==> src/rtl/i2c_responder_regs.sv <==
// 7-bit-address I2C target with a byte register file, auto-incrementing pointer,
// a host-side write observation port and a registered side read port.
module i2c_responder_regs #(
    parameter logic [6:0] DEV_ADDR   = 7'h50,
    parameter int         REG_DEPTH  = 16,
    parameter int         FILTER_LEN = 3,
    localparam int        AW         = (REG_DEPTH > 1) ? $clog2(REG_DEPTH) : 1
) (
    input  logic          clk,
    input  logic          rst,
    input  logic          i2c_scl_i,
    input  logic          i2c_sda_i,
    output logic          i2c_sda_o,
    output logic          i2c_sda_t,
    output logic          busy,
    output logic          wr_valid,
    output logic [AW-1:0] wr_addr,
    output logic [7:0]    wr_data,
    input  logic [AW-1:0] rd_addr,
    output logic [7:0]    rd_data
);

    localparam logic [3:0] ST_IDLE     = 4'd0;
    localparam logic [3:0] ST_ADDR     = 4'd1;
    localparam logic [3:0] ST_ADDR_ACK = 4'd2;
    localparam logic [3:0] ST_WR_PTR   = 4'd3;
    localparam logic [3:0] ST_WRITE    = 4'd4;
    localparam logic [3:0] ST_DATA_ACK = 4'd5;
    localparam logic [3:0] ST_READ     = 4'd6;
    localparam logic [3:0] ST_READ_ACK = 4'd7;
    localparam logic [3:0] ST_IGNORE   = 4'd8;

    // Index 1 = SCL, index 0 = SDA. Idle bus level is high, so everything resets to 1.
    logic [1:0] pin_in;
    logic [1:0] line_f;

    assign pin_in = {i2c_scl_i, i2c_sda_i};

    generate
        for (genvar gi = 0; gi < 2; gi++) begin : g_in
            logic [1:0]            sync_reg;
            logic [FILTER_LEN-1:0] hist_reg;
            logic                  level_reg;

            always_ff @(posedge clk) begin
                if (!rst) begin
                    sync_reg  <= '1;
                    hist_reg  <= '1;
                    level_reg <= 1'b1;
                end else begin
                    sync_reg <= {sync_reg[0], pin_in[gi]};
                    hist_reg <= (hist_reg << 1) | FILTER_LEN'(sync_reg[1]);
                    if (&hist_reg) begin
                        level_reg <= 1'b1;
                    end else if (~|hist_reg) begin
                        level_reg <= 1'b0;
                    end
                end
            end

            assign line_f[gi] = level_reg;
        end
    endgenerate

    logic scl_f, sda_f, scl_q_reg, sda_q_reg;
    logic scl_rise, scl_fall, start_det, stop_det;

    assign scl_f     = line_f[1];
    assign sda_f     = line_f[0];
    assign scl_rise  = scl_f & ~scl_q_reg;
    assign scl_fall  = ~scl_f & scl_q_reg;
    assign start_det = scl_f & scl_q_reg & sda_q_reg & ~sda_f;
    assign stop_det  = scl_f & scl_q_reg & ~sda_q_reg & sda_f;

    always_ff @(posedge clk) begin
        if (!rst) begin
            scl_q_reg <= 1'b1;
            sda_q_reg <= 1'b1;
        end else begin
            scl_q_reg <= scl_f;
            sda_q_reg <= sda_f;
        end
    end

    logic [7:0]    regs [REG_DEPTH];
    logic [3:0]    state_reg, state_next;
    logic [3:0]    bit_cnt_reg, bit_cnt_next;
    logic [7:0]    rx_reg, rx_next;
    logic [7:0]    tx_reg, tx_next;
    logic [AW-1:0] ptr_reg, ptr_next;
    logic [AW-1:0] ptr_inc;
    logic          sda_reg, sda_next;
    logic          busy_reg, busy_next;
    logic          rw_reg, rw_next;
    logic          ack_phase_reg, ack_phase_next;
    logic          master_ack_reg, master_ack_next;
    logic          wr_valid_reg, wr_valid_next;
    logic [AW-1:0] wr_addr_reg, wr_addr_next;
    logic [7:0]    wr_data_reg, wr_data_next;
    logic [7:0]    rx_byte;
    logic          reg_we;

    assign rx_byte = {rx_reg[6:0], sda_f};
    assign ptr_inc = ptr_reg + AW'(1);

    always_comb begin
        state_next      = state_reg;
        bit_cnt_next    = bit_cnt_reg;
        rx_next         = rx_reg;
        tx_next         = tx_reg;
        ptr_next        = ptr_reg;
        sda_next        = sda_reg;
        busy_next       = busy_reg;
        rw_next         = rw_reg;
        ack_phase_next  = ack_phase_reg;
        master_ack_next = master_ack_reg;
        wr_valid_next   = 1'b0;
        wr_addr_next    = wr_addr_reg;
        wr_data_next    = wr_data_reg;
        reg_we          = 1'b0;

        // Bus conditions override whatever byte is in flight; a partial byte is simply dropped.
        if (stop_det) begin
            state_next     = ST_IDLE;
            sda_next       = 1'b1;
            busy_next      = 1'b0;
            ack_phase_next = 1'b0;
        end else if (start_det) begin
            state_next     = ST_ADDR;
            bit_cnt_next   = 4'd0;
            sda_next       = 1'b1;
            ack_phase_next = 1'b0;
        end else begin
            case (state_reg)
                ST_IDLE: begin
                    sda_next = 1'b1;
                end
                ST_ADDR: begin
                    if (scl_rise) begin
                        rx_next      = rx_byte;
                        bit_cnt_next = bit_cnt_reg + 4'd1;
                        if (bit_cnt_reg == 4'd7) begin
                            ack_phase_next = 1'b0;
                            if (rx_byte[7:1] == DEV_ADDR) begin
                                state_next = ST_ADDR_ACK;
                                busy_next  = 1'b1;
                                rw_next    = rx_byte[0];
                            end else begin
                                state_next = ST_IGNORE;
                                busy_next  = 1'b0;
                            end
                        end
                    end
                end
                ST_ADDR_ACK: begin
                    // First fall ends the 8th bit (start ACK), second fall ends the ACK bit.
                    if (scl_fall) begin
                        if (!ack_phase_reg) begin
                            ack_phase_next = 1'b1;
                            sda_next       = 1'b0;
                        end else begin
                            ack_phase_next = 1'b0;
                            bit_cnt_next   = 4'd0;
                            if (rw_reg) begin
                                sda_next   = regs[ptr_reg][7];
                                tx_next    = {regs[ptr_reg][6:0], 1'b1};
                                state_next = ST_READ;
                            end else begin
                                sda_next   = 1'b1;
                                state_next = ST_WR_PTR;
                            end
                        end
                    end
                end
                ST_WR_PTR, ST_WRITE: begin
                    if (scl_rise) begin
                        rx_next      = rx_byte;
                        bit_cnt_next = bit_cnt_reg + 4'd1;
                        if (bit_cnt_reg == 4'd7) begin
                            if (state_reg == ST_WR_PTR) begin
                                ptr_next = rx_byte[AW-1:0];
                            end else begin
                                reg_we        = 1'b1;
                                wr_valid_next = 1'b1;
                                wr_addr_next  = ptr_reg;
                                wr_data_next  = rx_byte;
                                ptr_next      = ptr_inc;
                            end
                            ack_phase_next = 1'b0;
                            state_next     = ST_DATA_ACK;
                        end
                    end
                end
                ST_DATA_ACK: begin
                    if (scl_fall) begin
                        if (!ack_phase_reg) begin
                            ack_phase_next = 1'b1;
                            sda_next       = 1'b0;
                        end else begin
                            ack_phase_next = 1'b0;
                            sda_next       = 1'b1;
                            bit_cnt_next   = 4'd0;
                            state_next     = ST_WRITE;
                        end
                    end
                end
                ST_READ: begin
                    if (scl_rise) begin
                        bit_cnt_next = bit_cnt_reg + 4'd1;
                    end else if (scl_fall) begin
                        if (bit_cnt_reg == 4'd8) begin
                            sda_next        = 1'b1;
                            master_ack_next = 1'b0;
                            state_next      = ST_READ_ACK;
                        end else begin
                            sda_next = tx_reg[7];
                            tx_next  = {tx_reg[6:0], 1'b1};
                        end
                    end
                end
                ST_READ_ACK: begin
                    if (scl_rise) begin
                        master_ack_next = ~sda_f;
                    end else if (scl_fall) begin
                        ptr_next     = ptr_inc;
                        bit_cnt_next = 4'd0;
                        if (master_ack_reg) begin
                            sda_next   = regs[ptr_inc][7];
                            tx_next    = {regs[ptr_inc][6:0], 1'b1};
                            state_next = ST_READ;
                        end else begin
                            state_next = ST_IGNORE;
                        end
                    end
                end
                ST_IGNORE: begin
                    sda_next = 1'b1;
                end
                default: begin
                    state_next = ST_IDLE;
                    sda_next   = 1'b1;
                end
            endcase
        end
    end

    always_ff @(posedge clk) begin
        if (!rst) begin
            state_reg      <= ST_IDLE;
            bit_cnt_reg    <= 4'd0;
            rx_reg         <= 8'd0;
            tx_reg         <= 8'hFF;
            ptr_reg        <= '0;
            sda_reg        <= 1'b1;
            busy_reg       <= 1'b0;
            rw_reg         <= 1'b0;
            ack_phase_reg  <= 1'b0;
            master_ack_reg <= 1'b0;
            wr_valid_reg   <= 1'b0;
            wr_addr_reg    <= '0;
            wr_data_reg    <= 8'd0;
        end else begin
            state_reg      <= state_next;
            bit_cnt_reg    <= bit_cnt_next;
            rx_reg         <= rx_next;
            tx_reg         <= tx_next;
            ptr_reg        <= ptr_next;
            sda_reg        <= sda_next;
            busy_reg       <= busy_next;
            rw_reg         <= rw_next;
            ack_phase_reg  <= ack_phase_next;
            master_ack_reg <= master_ack_next;
            wr_valid_reg   <= wr_valid_next;
            wr_addr_reg    <= wr_addr_next;
            wr_data_reg    <= wr_data_next;
        end
    end

    // Register file must clear on reset, so it is built from flops rather than RAM.
    always_ff @(posedge clk) begin
        if (!rst) begin
            for (int i = 0; i < REG_DEPTH; i++) begin
                regs[i] <= 8'd0;
            end
        end else if (reg_we) begin
            regs[ptr_reg] <= rx_byte;
        end
    end

    always_ff @(posedge clk) begin
        if (!rst) begin
            rd_data <= 8'd0;
        end else begin
            rd_data <= regs[rd_addr];
        end
    end

    assign i2c_sda_o = sda_reg;
    assign i2c_sda_t = sda_reg;
    assign busy      = busy_reg;
    assign wr_valid  = wr_valid_reg;
    assign wr_addr   = wr_addr_reg;
    assign wr_data   = wr_data_reg;

endmodule

==> config.mk <==
export PLATFORM = sky130hd
export DESIGN_NAME = i2c_responder_regs
export DESIGN_NICKNAME = d
export VERILOG_FILES = /design/src/rtl/i2c_responder_regs.sv
export SDC_FILE = /design/constraint.sdc
export NUM_CORES = 1
export LEC_CHECK = 0
export ABC_CLOCK_PERIOD_IN_PS = 3000
export BUFFER_PORTS_ARGS = -buffer_cell sky130_fd_sc_hd__clkbuf_2
export CORE_UTILIZATION = 55
export DETAILED_ROUTE_END_ITERATION = 10
export MAX_ROUTING_LAYER = met4
export PLACE_DENSITY_LB_ADDON = 0.25
export SYNTH_ARGS = -nofsm -noshare
export SYNTH_HDL_FRONTEND = slang
export SYNTH_SLANG_ARGS = --single-unit
==> constraint.sdc <==
create_clock -name clk -period 3 [get_ports clk]
set_input_delay 0.15 -clock clk [delete_from_list [all_inputs] [get_ports clk]]
set_output_delay 0.15 -clock clk [all_outputs]
set_load 0.1 [all_outputs]
# == Yosys cells after proc, flatten, opt, wreduce, memory -nomap -nowiden ==
# Memory sizes are Yosys's and may differ from the RTL's. A register that Yosys moved wholly into a read port is not among the register bits.
# Index checks and enable logic that the tools add are counted.
# W data, S select, Z words.
# op_classes
reduce_logical,33
n_bitwise,19
n_addsub,2
n_mux,79
eq_ne,48
# op_table
cell,n
$mux W4,29
$mux W8,10
$ne A3 B3 Y1 const B,13
$ne A2 B2 Y1 const B,17
$mux W1,32
$pmux W4 S7,1
$reduce_and A14 Y1,2
$pmux W8 S3,1
$reduce_and A7 Y1,3
$eq A4 B3 Y1 const B,5
$pmux W4 S3,1
$reduce_and A12 Y1,1
$reduce_and A4 Y1,3
$reduce_and A6 Y1,2
$reduce_or A2 Y1,6
$reduce_or A3 Y1,4
$not A1 Y1,10
$ne A3 B1 Y1 const B,3
$add A4 B1 Y4 const B,2
$eq A4 B2 Y1 const B,2
$eq A4 B4 Y1 const B,2
$ne A2 B1 Y1 const B,4
$pmux W4 S2,1
$reduce_and A8 Y1,1
other kinds (15),26
# totals
register_bits,59
n_memories,1
output_inout_bits,24
ram_bits,128
# memory_table
name,words,word_bits,read_ports,rd_ports_with_merged_regs,wr,line,text
regs,16,8,3,2,16,85,logic [7:0] regs [REG_DEPTH];

# == Longest topological paths before layout ==
# Gate-level depths: netlist of run 1.
# logic_depth
depth_word,12
ltp_mapped,11

# == Worst setup path before layout of run 1 ==
# Ideal clock, no wire load.
# synth_timing
path_type,register -> register
start,register ptr_reg[0]
end,register tx_reg[1]
arrival_time_ns,2.695
setup_time_ns,0.122
path_stages_with_launch,12
synth_period_minus_slack_ns,2.817
required_time_ns,2.878
path_slack_ns,0.183
path_cell_list,dfxtp_1 > buf_6 > buf_2 > buf_2 > inv_1 > ha_1 > buf_2 > buf_6 > mux4_2 > a211oi_1 > a21oi_1 > a221o_1
# synth_via
elab_chain_len,6
# synth_lines
item,line,text
start: declaration,90,"logic [AW-1:0] ptr_reg, ptr_next;"
start signal: assignment,267,ptr_reg <= ptr_next;
$add A4 B1 Y4,104,assign ptr_inc = ptr_reg + AW'(1);
$mem_v2 Z16 W8,n/a,
$mux W8,227,if (master_ack_reg) begin
$mux W8,224,end else if (scl_fall) begin
$mux W8,222,if (scl_rise) begin
$pmux W8 S3,134,case (state_reg)
end signal: assignment,266,tx_reg <= tx_next;
end: declaration,89,"logic [7:0] tx_reg, tx_next;"
# No other way between the ends. The select of a mux whose other input is x is not followed.
# A chain may end at the register's enable or synchronous reset.

==> out/results.ini, run 1 <==
[routing]
drt.antenna.violating_nets=0
vias=7943
wl_um=30600
drc=0
drt-wirelength-per-cell_um=25.54
drtIter0Drc=992
via_per_inst=6.630
dr.pass1.iters=5

[synth]
synth-compound-area-share=0.06711
yosys.area_share.xor_xnor=0.003015
syn_inst=899
yosysSeqAreaShare=0.4681
synth_cell_types=63
ys_seq_elements=198
syn_area_um2=11200
synth.area.top_cells=edfxtp_1 (34%), mux4_2 (13%), dfxtp_1 (13%), and2_1 (6.8%), mux4_1 (6.6%)
synth_mux_area_frac=0.2514
yosysTopAreaCellShare=0.3430
avgSynthCellArea_um2=12.46
yosys_most_used_dff=edfxtp_1
syn-num-nets=913
synth_edf_count=128
ys_async_sr_fraction=0
synth_warnings=0
synth_area_leader_cell=edfxtp_1
yosys.area_share.simple=0.1642
synth_top_family_by_area=multiplexers
synth_adder_area_share=0.006700

[global_route]
grt_overflow=0
first_global_vias=7516
grt_util_all_layers=0.3211
grt_antenna_before_repair=0
grt_max_degree=45
grt_pass1_wl_um=46440

[sta]
max_slew_margin=0.3959
layout_min_cycle_time_ps=2686
fin_skew_ps=12.18
worst_pin_slew_ps=904.9
finalHoldViolations=0
fin_ws_ps=313.7
min_period_over_period=0.8954
finalMaxSlewViolations=0
timing.fmax_mhz=372.3
rsz0062_at_grt=false
fin_tns_setup_ps=0
setup_viol=0

[clock_tree]
cts_tree=built
cts_sinks=198
cts_resized=0
postCtsSetupBuffers=0
htreeDepth=4
cts_buffer_depth=2
path_clk_slew_ps=80
numCtsBuffers=17
ctsRootBufferMaster=clkbuf_16
clk_latency_ps=450

[worst_setup_path]
cpPeakStageDelay_ps=560
cp_num_buf_inv=0
cp_slowest_cell=nor2_1
crit_fanout=12
crit_arrival_ps=3000
critical_path_depth=7
crit_chain=ha_1 > nand3b_1 > or2_1 > nor2_2 > nand4b_1 > nor2_1 > and2_1
cp-end-kind=flop
crit_family=simple AND/OR/NAND/NOR gates
reg2reg_depth=7
cp-start-kind=flop
criticalPathCategory=flop to flop
cp.required_ps=3310

[layout]
largest_reg_flops=128
layout-drive-gt1-share=0.2154
fillers=1524
nets=934
antennaDiodeCount=0
syn_to_final_growth_pct=10.07
final_area_um2=12330

[pwr]
ir_worst_vdd_mv=0.3959
powerDensity_nw_per_um2=485.4
p_leak_nw=4.221
total_power_w=0.005986

[die]
die_h_um=144.7
ios=32
die_w_um=144.7
initial_core_util=0.5682
coreArea_um2=19720
die_area_um2=20950
row_count=51

[placed_design]
pre_cts_ws_ps=330.6
place_congestion=0.9111
placed_area_um2=11690
io_buffers=31
place_hpwl_um=21300

[run_status]
outcome=finished clean

[job]
max_cap_violations=0

[min_path]
hold_path_class=input pin to flop
holdPathStages=4

[cells in the final DEF (no fill, tap or decap), types with 4 or more instances in the layout]
cell and instances:
and2_1 121, nand3b_1 7, nor3_1 22, nand3_1 17
inv_1 9, edfxtp_1 128, a21oi_1 25, a211oi_1 5
nor2_1 62, nand2b_1 16, clkbuf_2 31, buf_4 45
o22a_1 6, mux2i_1 56, clkbuf_16 17, mux4_2 66
a22oi_1 6, mux4_1 28, dfxtp_1 67, o22ai_1 5
ha_1 5, o21ai_0 34, nor2b_1 9, nor2_2 11
a32oi_1 7, nand2_1 38, clkinv_8 7, nand4_1 10
nor4_1 4
[logic make-up (layout without fill, tap and decap cells)]
family	count (synthesis)	count (layout)
and+or+nand+nor	337	337
DFF	198	198
muxes	153	153
AOI/OAI and AO/OA	114	114
buffers and inverters	88	122
adders and majority gates	6	6
xor gates and xnor gates	3	3
[final timing paths]
path | startpoint | to | slack [ps]
max | bit_cnt_reg[0] | regs[10][7] | 310
max reg2reg | bit_cnt_reg[0] | regs[10][7] | 310
min | rst | busy | 120
min reg2reg | g_in[1].sync_reg[1] | g_in[1].hist_reg[0] | 420
[cells in the mapped netlist (2+ instances only)]
master       n
buf_6        8
nor4_1       4
nor3_1      22
a311oi_1     2
o2111ai_1    2
mux4_1      28
mux2_2       3
a21oi_1     25
nand3_1     17
or2_1        3
buf_4        3
dfxtp_1     70
o32ai_1      2
o21a_1       3
a31oi_1      2
clkbuf_1    32
nand4_1     10
o22a_1       6
nor4b_1      2
nor2_2      11
a211oi_1     5
o21ai_0     34
ha_1         6
and2_1     121
edfxtp_1   128
o211ai_1     3
o22ai_1      5
mux2i_1     56
nand2b_1    16
inv_1        9
buf_2       33
a22oi_1      6
nand4b_1     2
or3_1        2
o311ai_0     2
a32oi_1      7
nand2_1     38
nand3b_1     7
mux4_2      66
buf_1        3
or2_2        2
nor2_1      62
and3_1       3
nor2b_1      9
[worst reg2reg max path, cell delays in order, from the launching register on]
cell and delay [ps]:
dfxtp_1 400, ha_1 210, nand3b_1 160, or2_1 300, nor2_2 220, nand4b_1 480
nor2_1 560, and2_1 210
[layout make-up]
class | instances | area [um^2] | area share
clock inverters | 15 | 201.4 | 0.01633
inverters | 9 | 33.78 | 0.002739
repair buffers | 81 | 573.1 | 0.04646
flip-flops and latches | 198 | 5249 | 0.4256
well taps | 265 | 331.6 | 0.02688
clock buffers | 17 | 425.4 | 0.03449
multi-input cells | 613 | 5519 | 0.4475
[where the power goes]
| part | internal, W | leakage, nW | switching [W] |
|---|---|---|---|
| Clock | 0.00115 | 0.302 | 0.00123 |
| Combinational | 0.000208 | 2.13 | 0.000295 |
| Sequential | 0.00300 | 1.78 | 0.0000984 |
| Total | 0.00436 | 4.22 | 0.00163 |
[metal layers]
layer / global-route usage / part of all wire
met5: - / 0
met4: 0.1091 / 0.025
met3: 0.06548 / 0.092
met2: 0.4608 / 0.46
met1: 0.4559 / 0.43
[per-stage QoR]
stage,cells,util,hold slack (ps)
after floorplan,899,-,251.5
after global placement,1164,0.5927,331.0
after detailed placement,1164,0.5927,333.6
after CTS,1198,0.6255,115.8
after global routing,1198,0.6255,132.6
final,1198,0.6255,122.3
[timing repair]
item / 4_1_cts / 5_1_grt
hold buffers: 2 / 0
endpoints found under the setup margin: 0 / 0
endpoints found under the hold margin: 2 / 0
Note: power is estimated with default switching activity, not from simulation.
==> inputs of run 2 (changes only) <==
ABC_CLOCK_PERIOD_IN_PS = 3300   (was 3000)
CORE_ASPECT_RATIO = 0.75   (was not set)
clock period = 3.3 ns   (was 3 ns; I/O delays follow)
==> out/results.ini, run 2 (same netlist as run 1, synthesis figures left out) <==
[layout]
layout-drive-gt1-share=0.2129
syn_to_final_growth_pct=9.012
nets=931
instances_no_fill=1183
final_util=0.6215
largest_reg_flops=128
final_common_cell=edfxtp_1
antennaDiodeCount=0
layout_common_cells=edfxtp_1 (128), and2_1 (121), dfxtp_1 (67), mux4_2 (66), nor2_1 (62)

[routing]
drt.antenna.violating_nets=0
drt-wirelength-per-cell_um=26.58
via_per_inst=6.781
drc=0
drtIter0Drc=1033
dr.pass1.iters=5
wl_um=31450
vias=8022

[worst_setup_path]
criticalPathCategory=flop to flop
crit_path_end=tx_reg[1]
cp-end-kind=flop
cp.required_ps=3640
cp_slowest_cell=ha_2
cp-start-kind=flop
cp-startpoint=ptr_reg[1]
crit_chain=inv_1 > ha_2 > mux4_2 > nor2b_1 > a211oi_1 > a21oi_1 > a221o_1
reg2reg_to=tx_reg[1]
crit_arrival_ps=3150
reg2reg_slack_ps=480
r2r_start=ptr_reg[1]
crit_fanout=15
reg2reg_depth=7
cpPeakStageDelay_ps=670

[clock_tree]
clk_latency_ps=450
numCtsBuffers=17
cts_tree=built
path_clk_slew_ps=80
htreeDepth=4
cts_resized=0
ctsRootBufferMaster=clkbuf_16
cts_sinks=198
postCtsSetupBuffers=0
cts_buffer_depth=2

[sta]
fin_tns_setup_ps=0
setup_viol=0
layout_min_cycle_time_ps=2816
max_slew_margin=0.3461
rsz0062_at_grt=false
finalHoldViolations=0
fin_skew_ps=14.43
worst_pin_slew_ps=979.5
timing.fmax_mhz=355.1
min_period_over_period=0.8535
finalMaxSlewViolations=0

[die]
initial_core_util=0.5701
die_h_um=125.6
die_w_um=166.8
ios=32
row_count=44
coreArea_um2=19650
die_area_um2=20950

[pwr]
switching_share=0.2651
total_power_w=0.005350
ir_worst_vdd_mv=0.3077
p_leak_nw=4.192
switching_power_w=0.001418
powerDensity_nw_per_um2=438.0
seqPwrFrac=0.531
combinationalPowerShare=0.086
clkPwrFrac=0.383
p_int_w=0.003931

[job]
max_cap_violations=0

[global_route]
grt_antenna_before_repair=0
grt_util_all_layers=0.3215
grt_max_degree=45
grt_pass1_wl_um=46780
first_global_vias=7278
grt_overflow=0

[run_status]
outcome=finished clean

[placed_design]
io_buffers=31
place_hpwl_um=22610
place_congestion=1.016
dp.cells=1149

[min_path]
hold_path_class=input pin to flop

## run 2: cell count changes in the layout (fill, tap and decap cells not counted), sizes merged
cell / before / now
buf: 48 / 45
clkinv: 8 / 7
inv: 16 / 17
## run 2: worst max-delay path, delay by kind of cell (launching register included)
kind                       cells  cell delay, ps
AOI/OAI and AO/OA              3             750
adders and majority gates      1             670
buffers and inverters          1             130
DFF                            1             430
muxes                          1             560
and+or+nand+nor                1             150
## run 2: stage by stage
step	instance area [um^2]	hold WS, ps	setup WS, ps
floorplan	11200	266.5	483.5
global placement	11610	345.0	659.1
detailed placement	11610	352.1	591.1
CTS	12210	42.76	526.3
global route	12210	73.44	281.0
finish	12210	68.19	483.6
## run 2: what timing repair did
action | 4_1_cts | 5_1_grt
hold buffers | 2 | 0
setup endpoints to repair | 0 | 0
endpoints found under the hold margin | 2 | 0
## run 2: how the worst min path moves through the flow
stage / from / end / slack [ps] / cells past startpoint
2_1_floorplan: i2c_sda_i / g_in[0].sync_reg[0] / 270 / 1
3_3_place_gp: i2c_scl_i / g_in[1].sync_reg[0] / 340 / 2
3_5_place_dp: i2c_scl_i / g_in[1].sync_reg[0] / 350 / 2
4_1_cts: rst / wr_valid / 40 / 3
5_1_grt: rst / wr_valid / 70 / 3
6_report: rst / wr_valid / 70 / 3
## run 2: final cells by class
class	count	area (um^2)
repair buffers	78	513.0
fillers	1507	7440
clock inverters	15	157.7
inverters	9	33.78
well taps	253	316.6
clock buffers	17	425.4
multi-input cells	613	5519
flip-flops and latches	198	5249
## run 2: power by group through the flow
stage	sequential [W]	clock [W]	combinational, W
after floorplan	0.00290	0	0.000268
after global placement	0.00288	0	0.000447
after detailed placement	0.00288	0	0.000447
after CTS	0.00283	0.00207	0.000451
after global routing	0.00285	0.00215	0.000481
final	0.00284	0.00205	0.000460
## run 2: metal layers
metal / share of wire / GRT usage
met1: 0.43 / 0.4772
met2: 0.39 / 0.4061
met4: 0.015 / 0.07843
met5: 0 / -
met3: 0.16 / 0.1260
==> inputs of run 3 (changes only) <==
CORE_UTILIZATION = 54   (was 55)
==> out/results.ini, run 3 (same netlist as run 1, synthesis figures left out) <==
[layout]
fillers=1617
layout_common_cells=edfxtp_1 (128), and2_1 (121), dfxtp_1 (67), mux4_2 (66), nor2_1 (62)
regArea_um2=5249
final_area_um2=12290
multi_input_area_um2=5519
nets=935
final_common_cell=edfxtp_1
largest_reg_flops=128
syn_to_final_growth_pct=9.660
layout-drive-gt1-share=0.2152

[global_route]
grt_pass1_wl_um=49200
grt_overflow=0
grt_util_all_layers=0.3310
grt_max_degree=45
grt_antenna_before_repair=2
first_global_vias=7638

[clock_tree]
path_clk_slew_ps=80
cts_buffer_depth=2
ctsRootBufferMaster=clkbuf_16
clk_latency_ps=450
cts_tree=built
cts_sinks=198
htreeDepth=4
cts_resized=0
numCtsBuffers=17

[sta]
finalHoldViolations=0
min_period_over_period=0.8239
fin_ws_ps=581.1
finalMaxSlewViolations=0
setup_viol=0
layout_min_cycle_time_ps=2719
fin_tns_setup_ps=0
fin_skew_ps=11.34
max_slew_margin=0.3927
worst_pin_slew_ps=909.6
rsz0062_at_grt=false
timing.fmax_mhz=367.8
whs_ps=74.55

[min_path]
hp-start=rst
holdPathStages=3
hold_path_class=input pin to flop
whs_endpoint=busy

[routing]
via_per_inst=6.785
drt-wirelength-per-cell_um=27.13
wl_um=32400
drtIter0Drc=1226
dr.pass1.iters=5
drc=0
vias=8101
drt.antenna.violating_nets=0

[die]
die_area_um2=21340
initial_core_util=0.5528
ios=32
coreArea_um2=20270
row_count=45
die_w_um=168.3
die_h_um=126.7

[pwr]
ir_worst_vdd_mv=0.3568
total_power_w=0.005443
p_leak_nw=4.219
powerDensity_nw_per_um2=443.0

[placed_design]
place_hpwl_um=23470
placed_area_um2=11660
pre_cts_ws_ps=655.9
io_buffers=31
place_congestion=1.052

[worst_setup_path]
crit_arrival_ps=2880
cp-end-kind=flop
criticalPathCategory=flop to flop
cp.required_ps=3470
reg2reg_to=regs[13][4]
r2r_start=bit_cnt_reg[0]
cp-start-kind=flop
cp-startpoint=bit_cnt_reg[0]
reg2reg_slack_ps=580
reg2reg_depth=7
crit_fanout=5

[run_status]
outcome=finished clean

[job]
max_cap_violations=0

-- run 3: cell count changes in the layout (fill, tap and decap cells not counted), sizes merged --
cell / previous run / this run
clkinv: 7 / 4
buf: 45 / 49
clkbuf: 48 / 51
diode: 0 / 2
-- run 3: layout make-up --
cell class / instances / area share
Timing Repair Buffer: 82 / 0.04521
Multi-Input combinational cell: 613 / 0.4492
Tap cell: 258 / 0.02627
Inverter: 9 / 0.002749
Sequential cell: 198 / 0.4272
Clock buffer: 20 / 0.03900
Antenna cell: 2 / 0.0004073
Clock inverter: 12 / 0.009980
-- run 3: worst max-delay path, cell delays in order, from the launching register on --
cell,delay [ps]
dfxtp_1,410
ha_1,220
nand3b_1,190
or2_1,310
nor2_2,190
nand4_1,200
o21ai_0,620
buf_4,270
-- run 3: worst max-delay path by stage --
stage	endpoint
after floorplan	tx_reg[1]
after global placement	regs[13][3]
after detailed placement	regs[13][3]
after CTS	regs[13][4]
after global routing	regs[11][0]
final	regs[13][4]
-- run 3: stage by stage --
stage | util | std cells
finish | 0.6062 | 1194
detailed placement | 0.5752 | 1158
global route | 0.6062 | 1194
floorplan | - | 899
CTS | 0.6059 | 1192
global placement | 0.5752 | 1158
-- run 3: report_power, final --
group          switching, W  total [W]  internal [W]
Combinational      0.000274   0.000468      0.000194
Sequential         0.000110    0.00284       0.00273
Clock               0.00104    0.00214       0.00110
-- run 3: timing repair --
action / in CTS / in global routing
buffers inserted: 0 / 0
hold buffers: 2 / 0
endpoints found under the hold margin: 2 / 0
-- run 3: metal layers --
layer	track usage	routed length, um	part of all wire	vias up
met5	-	0	0	-
met4	0.09251	557	0.017	0
met3	0.1410	5239	0.16	41
met2	0.4213	12930	0.40	642
met1	0.4755	13670	0.42	3949
li1	-	-	-	3469
